`src/rtl/vp_pkg.sv`:
```
// ============================================================================
// Module   : vp_pkg
// Purpose  : Shared types and path-index constants for the vp mode scheduler.
// Revision : 1.0 - initial release
// ============================================================================
`default_nettype none

package vp_pkg;

  localparam int SEL_W = 3;

  localparam int PATH_BYPASS   = 0;
  localparam int PATH_YCBCR    = 1;
  localparam int PATH_BIN      = 2;
  localparam int PATH_CENTROID = 3;

  typedef enum logic [1:0] {
    ACTIVE  = 2'd0,
    PENDING = 2'd1,
    BLANK   = 2'd2
  } state_e;

endpackage

`default_nettype wire

```
`src/rtl/vp_sw_debounce.sv`:
```
// ============================================================================
// Module   : vp_sw_debounce
// Purpose  : Two-flop switch synchronizer followed by a stability counter.
// Revision : 1.0 - initial release
// ============================================================================
`default_nettype none

module vp_sw_debounce #(
  parameter int SEL_W           = 3,
  parameter int DEBOUNCE_CYCLES = 100000
) (
  input  logic             clk,
  input  logic             rst_n,
  input  logic [SEL_W-1:0] sw_i,
  output logic [SEL_W-1:0] sw_stable_o
);

  localparam int CW = (DEBOUNCE_CYCLES > 1) ? $clog2(DEBOUNCE_CYCLES) : 1;
  localparam logic [CW-1:0] CNT_MAX = CW'(DEBOUNCE_CYCLES - 1);

  logic [SEL_W-1:0] meta_q;
  logic [SEL_W-1:0] sync_q;
  logic [SEL_W-1:0] prev_q;
  logic [SEL_W-1:0] stable_q;
  logic [CW-1:0]    cnt_q;

  always_ff @(posedge clk or negedge rst_n) begin
    if (!rst_n) begin
      meta_q   <= '0;
      sync_q   <= '0;
      prev_q   <= '0;
      stable_q <= '0;
      cnt_q    <= '0;
    end else begin
      meta_q <= sw_i;
      sync_q <= meta_q;
      prev_q <= sync_q;
      // Counter holds at its terminal value so a long-stable input keeps loading.
      if (sync_q != prev_q) begin
        cnt_q <= '0;
      end else if (cnt_q == CNT_MAX) begin
        stable_q <= sync_q;
      end else begin
        cnt_q <= cnt_q + 1'b1;
      end
    end
  end

  assign sw_stable_o = stable_q;

endmodule

`default_nettype wire

```
`src/rtl/vp_mode_sched.sv`:
```
// ============================================================================
// Module   : vp_mode_sched
// Purpose  : Frame-synchronous path-select scheduler with post-switch blanking.
//            Optional macro VP_MODE_SCHED_TIMEOUT_EN commits without vsync.
// Revision : 1.0 - initial release
// ============================================================================
`default_nettype none

module vp_mode_sched #(
  parameter int SEL_W           = vp_pkg::SEL_W,
  parameter int NUM_PATHS       = 4,
  parameter int DEBOUNCE_CYCLES = 100000,
  parameter int BLANK_FRAMES    = 2,
  parameter int VSYNC_POL       = 1,
  parameter int TIMEOUT_CYCLES  = 4000000
) (
  input  logic             clk,
  input  logic             rst_n,
  input  logic [SEL_W-1:0] sw_in,
  input  logic             v_sync_in,
  output logic [SEL_W-1:0] sel_out,
  output logic             blank,
  output logic             centroid_clr,
  output logic             busy,
  output logic             sel_invalid,
  output logic [15:0]      frame_cnt
);

  import vp_pkg::*;

  localparam logic VS_ACT = (VSYNC_POL != 0);
  localparam int   BW     = (BLANK_FRAMES > 1) ? $clog2(BLANK_FRAMES + 1) : 1;

  logic [SEL_W-1:0] sw_stable;
  logic             sw_valid;
  logic             fs;

  state_e           state_q, state_d;
  logic [SEL_W-1:0] target_q, target_d;
  logic [SEL_W-1:0] sel_q, sel_d;
  logic             blank_q, blank_d;
  logic             clr_q, clr_d;
  logic [BW-1:0]    bcnt_q, bcnt_d;
  logic             vs_q;
  logic             busy_q;
  logic             inval_q;
  logic [15:0]      fcnt_q;

`ifdef VP_MODE_SCHED_TIMEOUT_EN
  localparam int TW = (TIMEOUT_CYCLES > 1) ? $clog2(TIMEOUT_CYCLES) : 1;
  logic [TW-1:0] tmo_q, tmo_d;
`endif

  vp_sw_debounce #(
    .SEL_W           (SEL_W),
    .DEBOUNCE_CYCLES (DEBOUNCE_CYCLES)
  ) u_debounce (
    .clk         (clk),
    .rst_n       (rst_n),
    .sw_i        (sw_in),
    .sw_stable_o (sw_stable)
  );

  assign sw_valid = ({1'b0, sw_stable} < (SEL_W + 1)'(NUM_PATHS));
  assign fs       = (v_sync_in == VS_ACT) && (vs_q != VS_ACT);

  always_comb begin
    state_d  = state_q;
    target_d = target_q;
    sel_d    = sel_q;
    blank_d  = blank_q;
    clr_d    = 1'b0;
    bcnt_d   = bcnt_q;
`ifdef VP_MODE_SCHED_TIMEOUT_EN
    tmo_d    = '0;
`endif
    case (state_q)
      ACTIVE: begin
        if (sw_valid && (sw_stable != sel_q)) begin
          target_d = sw_stable;
          state_d  = PENDING;
        end
      end
      PENDING: begin
`ifdef VP_MODE_SCHED_TIMEOUT_EN
        tmo_d = tmo_q + 1'b1;
`endif
        // A request cancelled before the frame start leaves no trace.
        if (sw_stable == sel_q) begin
          state_d = ACTIVE;
        end else if (fs) begin
          sel_d = target_q;
          clr_d = 1'b1;
          if (BLANK_FRAMES == 0) begin
            state_d = ACTIVE;
          end else begin
            blank_d = 1'b1;
            bcnt_d  = BW'(BLANK_FRAMES);
            state_d = BLANK;
          end
`ifdef VP_MODE_SCHED_TIMEOUT_EN
        end else if (tmo_q == TW'(TIMEOUT_CYCLES - 1)) begin
          sel_d   = target_q;
          clr_d   = 1'b1;
          state_d = ACTIVE;
`endif
        end else if (sw_valid) begin
          target_d = sw_stable;
        end
      end
      BLANK: begin
        if (fs) begin
          if (bcnt_q == BW'(1)) begin
            blank_d = 1'b0;
            state_d = ACTIVE;
          end else begin
            bcnt_d = bcnt_q - 1'b1;
          end
        end
      end
      default: begin
        state_d = ACTIVE;
      end
    endcase
  end

  always_ff @(posedge clk or negedge rst_n) begin
    if (!rst_n) begin
      state_q  <= ACTIVE;
      target_q <= '0;
      sel_q    <= SEL_W'(PATH_BYPASS);
      blank_q  <= 1'b0;
      clr_q    <= 1'b0;
      bcnt_q   <= '0;
      vs_q     <= ~VS_ACT;
      busy_q   <= 1'b0;
      inval_q  <= 1'b0;
      fcnt_q   <= '0;
`ifdef VP_MODE_SCHED_TIMEOUT_EN
      tmo_q    <= '0;
`endif
    end else begin
      state_q  <= state_d;
      target_q <= target_d;
      sel_q    <= sel_d;
      blank_q  <= blank_d;
      clr_q    <= clr_d;
      bcnt_q   <= bcnt_d;
      vs_q     <= v_sync_in;
      busy_q   <= (state_d != ACTIVE);
      inval_q  <= ~sw_valid;
      if (fs) begin
        fcnt_q <= fcnt_q + 16'd1;
      end
`ifdef VP_MODE_SCHED_TIMEOUT_EN
      tmo_q    <= tmo_d;
`endif
    end
  end

  assign sel_out      = sel_q;
  assign blank        = blank_q;
  assign centroid_clr = clr_q;
  assign busy         = busy_q;
  assign sel_invalid  = inval_q;
  assign frame_cnt    = fcnt_q;

endmodule

`default_nettype wire

```
`config.mk`:
```
export PLATFORM = sky130hd
export DESIGN_NAME = vp_mode_sched
export DESIGN_NICKNAME = d
export VERILOG_FILES = /design/src/rtl/vp_pkg.sv /design/src/rtl/vp_sw_debounce.sv /design/src/rtl/vp_mode_sched.sv
export SDC_FILE = /design/constraint.sdc
export NUM_CORES = 1
export LEC_CHECK = 0
export BUFFER_PORTS_ARGS = -buffer_cell sky130_fd_sc_hd__buf_4
export CAP_MARGIN = 20
export CELL_PAD_IN_SITES_DETAIL_PLACEMENT = 1
export CELL_PAD_IN_SITES_GLOBAL_PLACEMENT = 1
export CORE_MARGIN = 2
export CORE_UTILIZATION = 25
export DETAILED_ROUTE_END_ITERATION = 10
export PLACE_DENSITY = 0.49
export SETUP_SLACK_MARGIN = 0.3
export SLEW_MARGIN = 10
export SYNTH_ARGS = -nofsm -noshare
export SYNTH_HDL_FRONTEND = slang
export SYNTH_HIERARCHICAL = 1
export SYNTH_SLANG_ARGS = --single-unit
```
`constraint.sdc`:
```
create_clock -name clk -period 4.5 [get_ports clk]
set_input_delay 0.225 -clock clk [delete_from_list [all_inputs] [get_ports clk]]
set_output_delay 0.225 -clock clk [all_outputs]
set_load 0.02 [all_outputs]
```
## After elaboration in Yosys (flattened, before gate mapping)

Index checks and enable logic that the tools add are counted.

- Bits in registers: 60
- Input bits: 6

- Add/sub/neg operators: 3
- Order comparisons: 1
- Equality and inequality tests: 16
- Muxes and demuxes: 26
- Bitwise logic cells: 4
- Reduce and logical (&&, ||, !) cells: 11

Operators by type and width:

| kind | number |
|---|---|
| $mux W17 | 2 |
| $mux W2 | 9 |
| $add A17 B1 Y17 const B | 1 |
| $eq A17 B17 Y1 const B | 1 |
| $add A16 B1 Y16 const B | 1 |
| $ne A2 B2 Y1 const B | 8 |
| $reduce_and A5 Y1 | 3 |
| $mux W3 | 4 |
| $mux W1 | 7 |
| $ne A3 B3 Y1 | 2 |
| $pmux W2 S3 | 1 |
| $pmux W3 S2 | 1 |
| $reduce_bool A2 Y1 | 3 |
| $eq A2 B1 Y1 const B | 2 |
| $not A1 Y1 | 4 |
| $pmux W2 S2 | 1 |
| $eq A3 B3 Y1 | 1 |
| $lt A3 B3 Y1 const B | 1 |
| $reduce_and A3 Y1 | 1 |
| $eq A2 B2 Y1 const B | 1 |
| $logic_and A1 B1 Y1 | 2 |
| $logic_not A2 Y1 | 1 |
| $ne A2 B1 Y1 const B | 1 |
| $pmux W1 S2 | 1 |
| other kinds (2) | 2 |

## Logic depth before layout (Yosys ltp)

- Word-level depth: 6
- Depth in mapped cells: 6

## Hierarchy

Netlist, hierarchy kept.

Modules (own cells, without submodules):

| module | times used | cells an instance | area an instance (µm²) | sequential area each (µm²) |
|---|---|---|---|---|
| vp_mode_sched | 1 | 109 | 1358.8 | 775.7 |
| vp_sw_debounce | 1 | 109 | 1271.2 | 725.7 |

## Worst setup path after synthesis

No wires, ideal clock.

- Path type: register to register
- Start point: register u_debounce.cnt_q[14]
- End point: register u_debounce.stable_q[0] (netlist: u_debounce/sw_stable_o[0])
- Library setup time: 0.125 ns
- Data arrival time: 1.987 ns
- Required time: 4.375 ns
- Slack: 2.387 ns
- Stages on the path, launching flop included: 6
- Buffers on the path: 1
- Period minus slack after synthesis: 2.113 ns
- Path through: dfrtp_1 -> or4b_1 -> or4_1 -> buf_6 -> nor2_8 -> mux2_4

- Word-level cells in the longest chain between the ends: 2

Ends and longest elaborated chain:

| item | RTL line | RTL |
|---|---|---|
| from (decl) | vp_sw_debounce.sv:25 | `logic [CW-1:0] cnt_q;` |
| from (signal assigned) | vp_sw_debounce.sv:44 | `cnt_q <= cnt_q + 1'b1;` |
| $eq A17 B17 Y1 | vp_sw_debounce.sv:41 | `end else if (cnt_q == CNT_MAX) begin` |
| $reduce_and A2 Y1 (no source line) | n/a |  |
| to (signal assigned) | vp_sw_debounce.sv:42 | `stable_q <= sync_q;` |
| to (decl) | vp_sw_debounce.sv:24 | `logic [SEL_W-1:0] stable_q;` |

No other way between the ends.
A chain may end at the register's enable or synchronous reset.

## Worst setup path after layout

Ends and elaborated chain as after synthesis.

==> results.yml <==
run_status:
  outcome: "finished, violations left"
  failed_checks: "hold timing"
sta:
  timing.slew.headroom: 0.4700
  min_period_ns: 2.357
  fin_setup_tns_ns: 0
  fmax_ghz: 0.4242
  fin_crit_sh: 0.5239
  hold_viol: 26
  timing.final.max_slew_violations: 0
  timing.final.setup_violations: 0
  finClkSkew_ns: 0.009484
  final.setup.worst_slack_ns: 2.143
  worst_slew_pin_slew_ns: 0.7934
  grt_setup_unrepaired: "false"
  fin_hold_ws_ns: -0.04215
synthesis:
  synth_sequential_area_ratio: 0.5709
  largest_family_of_logic_cells_by_synthesized_area: "simple AND/OR/NAND/NOR gates"
  synthesis.yosys.warnings: 6
  synthDominantCellAreaShare: 0.5709
  post_synth_fa_ha_maj_area_fraction: 0.01427
  synth_edf_count: 0
  synth_xor_area_frac: 0.1066
  yosys-top-cells-count: "dfrtp_1, xor2_1, nor2_1"
  synthesized_cell_area_um2: 2630
  netlist_top_cells_area: "dfrtp_1, xor2_1, mux2_4, xnor2_1, nand4_1"
  mappedNetlistNets: 227
  post_synth_mux_area_share: 0.05756
  synthesis.area_per_instance_um2: 12.06
  dominantRegCellSynth: "dfrtp_1"
  yosys_register_bits: 60
  synth_compound_gate_area_share: 0.02997
  async_flop_share: 1.000
  syn-instance-count: 218
  yosys.area_share.simple: 0.1970
  synth_area_leader_cell: "dfrtp_1"
  synth_cell_types: 41
  post-synth-top-count-cell: "dfrtp_1"
die:
  die_width_um: 106.6
  fp.dieArea_um2: 11360
  core_area_um2: 10280
  top_level_ports: 29
  die_h_um: 106.6
  start_util: 0.2559
  placementRows: 37
worst_setup_path:
  path_class: "reg2reg"
  endpoint_kind: "flop"
  ff2ff_path_depth: 4
  timing.critical_path.from_type: "flop"
  r2r_start: "u_debounce/cnt_q[14]"
  cp.required_ns: 4.71
  worst_setup_path_startpoint: "u_debounce/cnt_q[14]"
  worstPathCellList: "or4b_1, or4_1, nor2_8, mux2_4"
  critical_path_arrival_ns: 2.57
  cp_slowest_stage_delay_ns: 0.76
  timing.critical_path.slowest_stage_cell: "or4_1"
  maximum_fanout_count_along_the_critical_path: 7
power:
  pwr-share-clk: 0.412
  internal_power_mw: 0.9522
  peak_supply_drop_uv: 194.2
  power_frac_seq: 0.474
  combinationalPowerShare: 0.114
  power_density_nw_per_um2: 400.1
  p_total_mw: 1.290
  leakagePower_nw: 1.498
  p_switching_mw: 0.3378
  netSwitchingFraction: 0.2618
grt:
  grt_first_pass_wirelength_um: 9425
  first_global_vias: 1897
  antenna_found_initial: 0
  global_route.usage.total: 0.1070
  grt_start_max_net_pins: 61
  grt_remaining_overflow: 0
placed_design:
  numPortBuffers: 28
  place_congestion: 0.7102
  placedInstanceArea_um2: 2973
  number_of_placed_instances_taps_included: 376
  dp_worst_setup_slack_ns: 2.158
  placed_wire_length_estimate_after_detailed_placement_um: 3678
clocking:
  numCtsBuffers: 9
  clock_latency_reported_for_the_late_side_of_the_worst_skew_pair_ns: 0.33
  cts.repair_timing.setup_buffer_count: 0
  cts.clk_slew.worst_paths_ns: 0.07
  htree_num_levels: 3
  cell_chosen_for_the_clock_root: "clkbuf_8"
  tritoncts: "yes"
  cts_buffer_depth: 2
  numClockSinks: 60
layout:
  nFillCells: 1158
  utilization: 0.3137
  final_cell_count_no_fill: 395
  final_design_area_no_fill_um2: 3224
  insertedDiodeCount: 0
  syn_to_final_growth_pct: 22.60
  drive_above_1_share: 0.2471
  finish.net_count: 263
min_path:
  hold_class: "in2async"
routing:
  avgViaCountPerCell: 4.453
  route.vias.total: 1759
  drt_pass1_iterations: 4
  drt.antenna.violating_nets: 0
  drt_iter0_drc: 56
  route.final.wire_length_um: 5442
  wl_per_cell_um: 13.78
  remaining_drc_errors: 0
run:
  maxCapViolations: 0
-- per-layer routing --
metal | GRT usage | share of wire | up-vias
li1 | - | - | 829
met1 | 0.1367 | 0.48 | 898
met2 | 0.1692 | 0.47 | 23
met3 | 0.02514 | 0.028 | 9
met4 | 0.05288 | 0.020 | 0
met5 | 0 | 0 | -
-- power groups by stage --
stage	Combinational, mW	Clock, mW	Sequential (mW)
floorplan	0.0516	0	0.645
finish	0.147	0.531	0.612
global placement	0.147	0	0.623
global route	0.162	0.578	0.618
CTS	0.151	0.550	0.613
detailed placement	0.149	0	0.623
-- cells in the final DEF (no fill, tap or decap), drive strengths merged, types with 4 or more instances in the layout --
cell	count
a21oi	4
and4	5
buf	28
clkbuf	13
dfrtp	60
inv	6
mux2	9
nand2	12
nand3	10
nand4	12
nor2	18
nor3	8
o21ai	4
xnor2	13
xor2	19
-- flip-flops by register name, summed over array words and instances (netlist names), 2 cells and up --
signal and cells:
state_q 2, u_debounce/sw_stable_o 3, u_debounce/meta_q 3, sel_out 3, target_q 3, u_debounce/prev_q 3, frame_cnt 16, u_debounce/sync_q 3
u_debounce/cnt_q 17, bcnt_q 2
-- critical path: cells and delay by family (launching register included) --
kind,cells,cell delay (ns)
mux,1,0.31
flops,1,0.42
simple gates,3,1.51
-- cells by family (layout without fill, tap and decap cells) --
| group | Yosys count | in the layout |
|---|---|---|
| compound gates | 13 | 13 |
| xor+xnor | 32 | 32 |
| fa+ha+maj | 3 | 3 |
| buf+inv | 12 | 53 |
| flops | 60 | 60 |
| mux | 11 | 11 |
| simple gates | 87 | 87 |
-- repair_timing --
action / 4_1_cts / 5_1_grt
gates resized for setup: 0 / 0
hold endpoints to repair: 3 / 0
hold buffers: 3 / 0
-- final timing paths --
check | slack, ns | end
min | -0.04 | u_debounce/sync_q[0]
max in group asynchronous | 3.99 | u_debounce/cnt_q[11]
min reg2reg | 0.35 | u_debounce/sync_q[2]
max reg2reg | 2.14 | u_debounce/sw_stable_o[0]
min in group clk | 0.02 | vs_q
max | 2.14 | u_debounce/sw_stable_o[0]
-- layout make-up --
| type | count | area (um^2) | area share |
|---|---|---|---|
| Clock buffer | 13 | 178.9 | 0.05549 |
| Clock inverter | 3 | 42.54 | 0.01319 |
| Inverter | 6 | 25.02 | 0.007761 |
| Multi-Input combinational cell | 146 | 1066 | 0.3306 |
| Sequential cell | 60 | 1501 | 0.4657 |
| Tap cell | 136 | 170.2 | 0.05277 |
| Timing Repair Buffer | 31 | 240.2 | 0.07451 |
(Power assumes the default switching activity.)
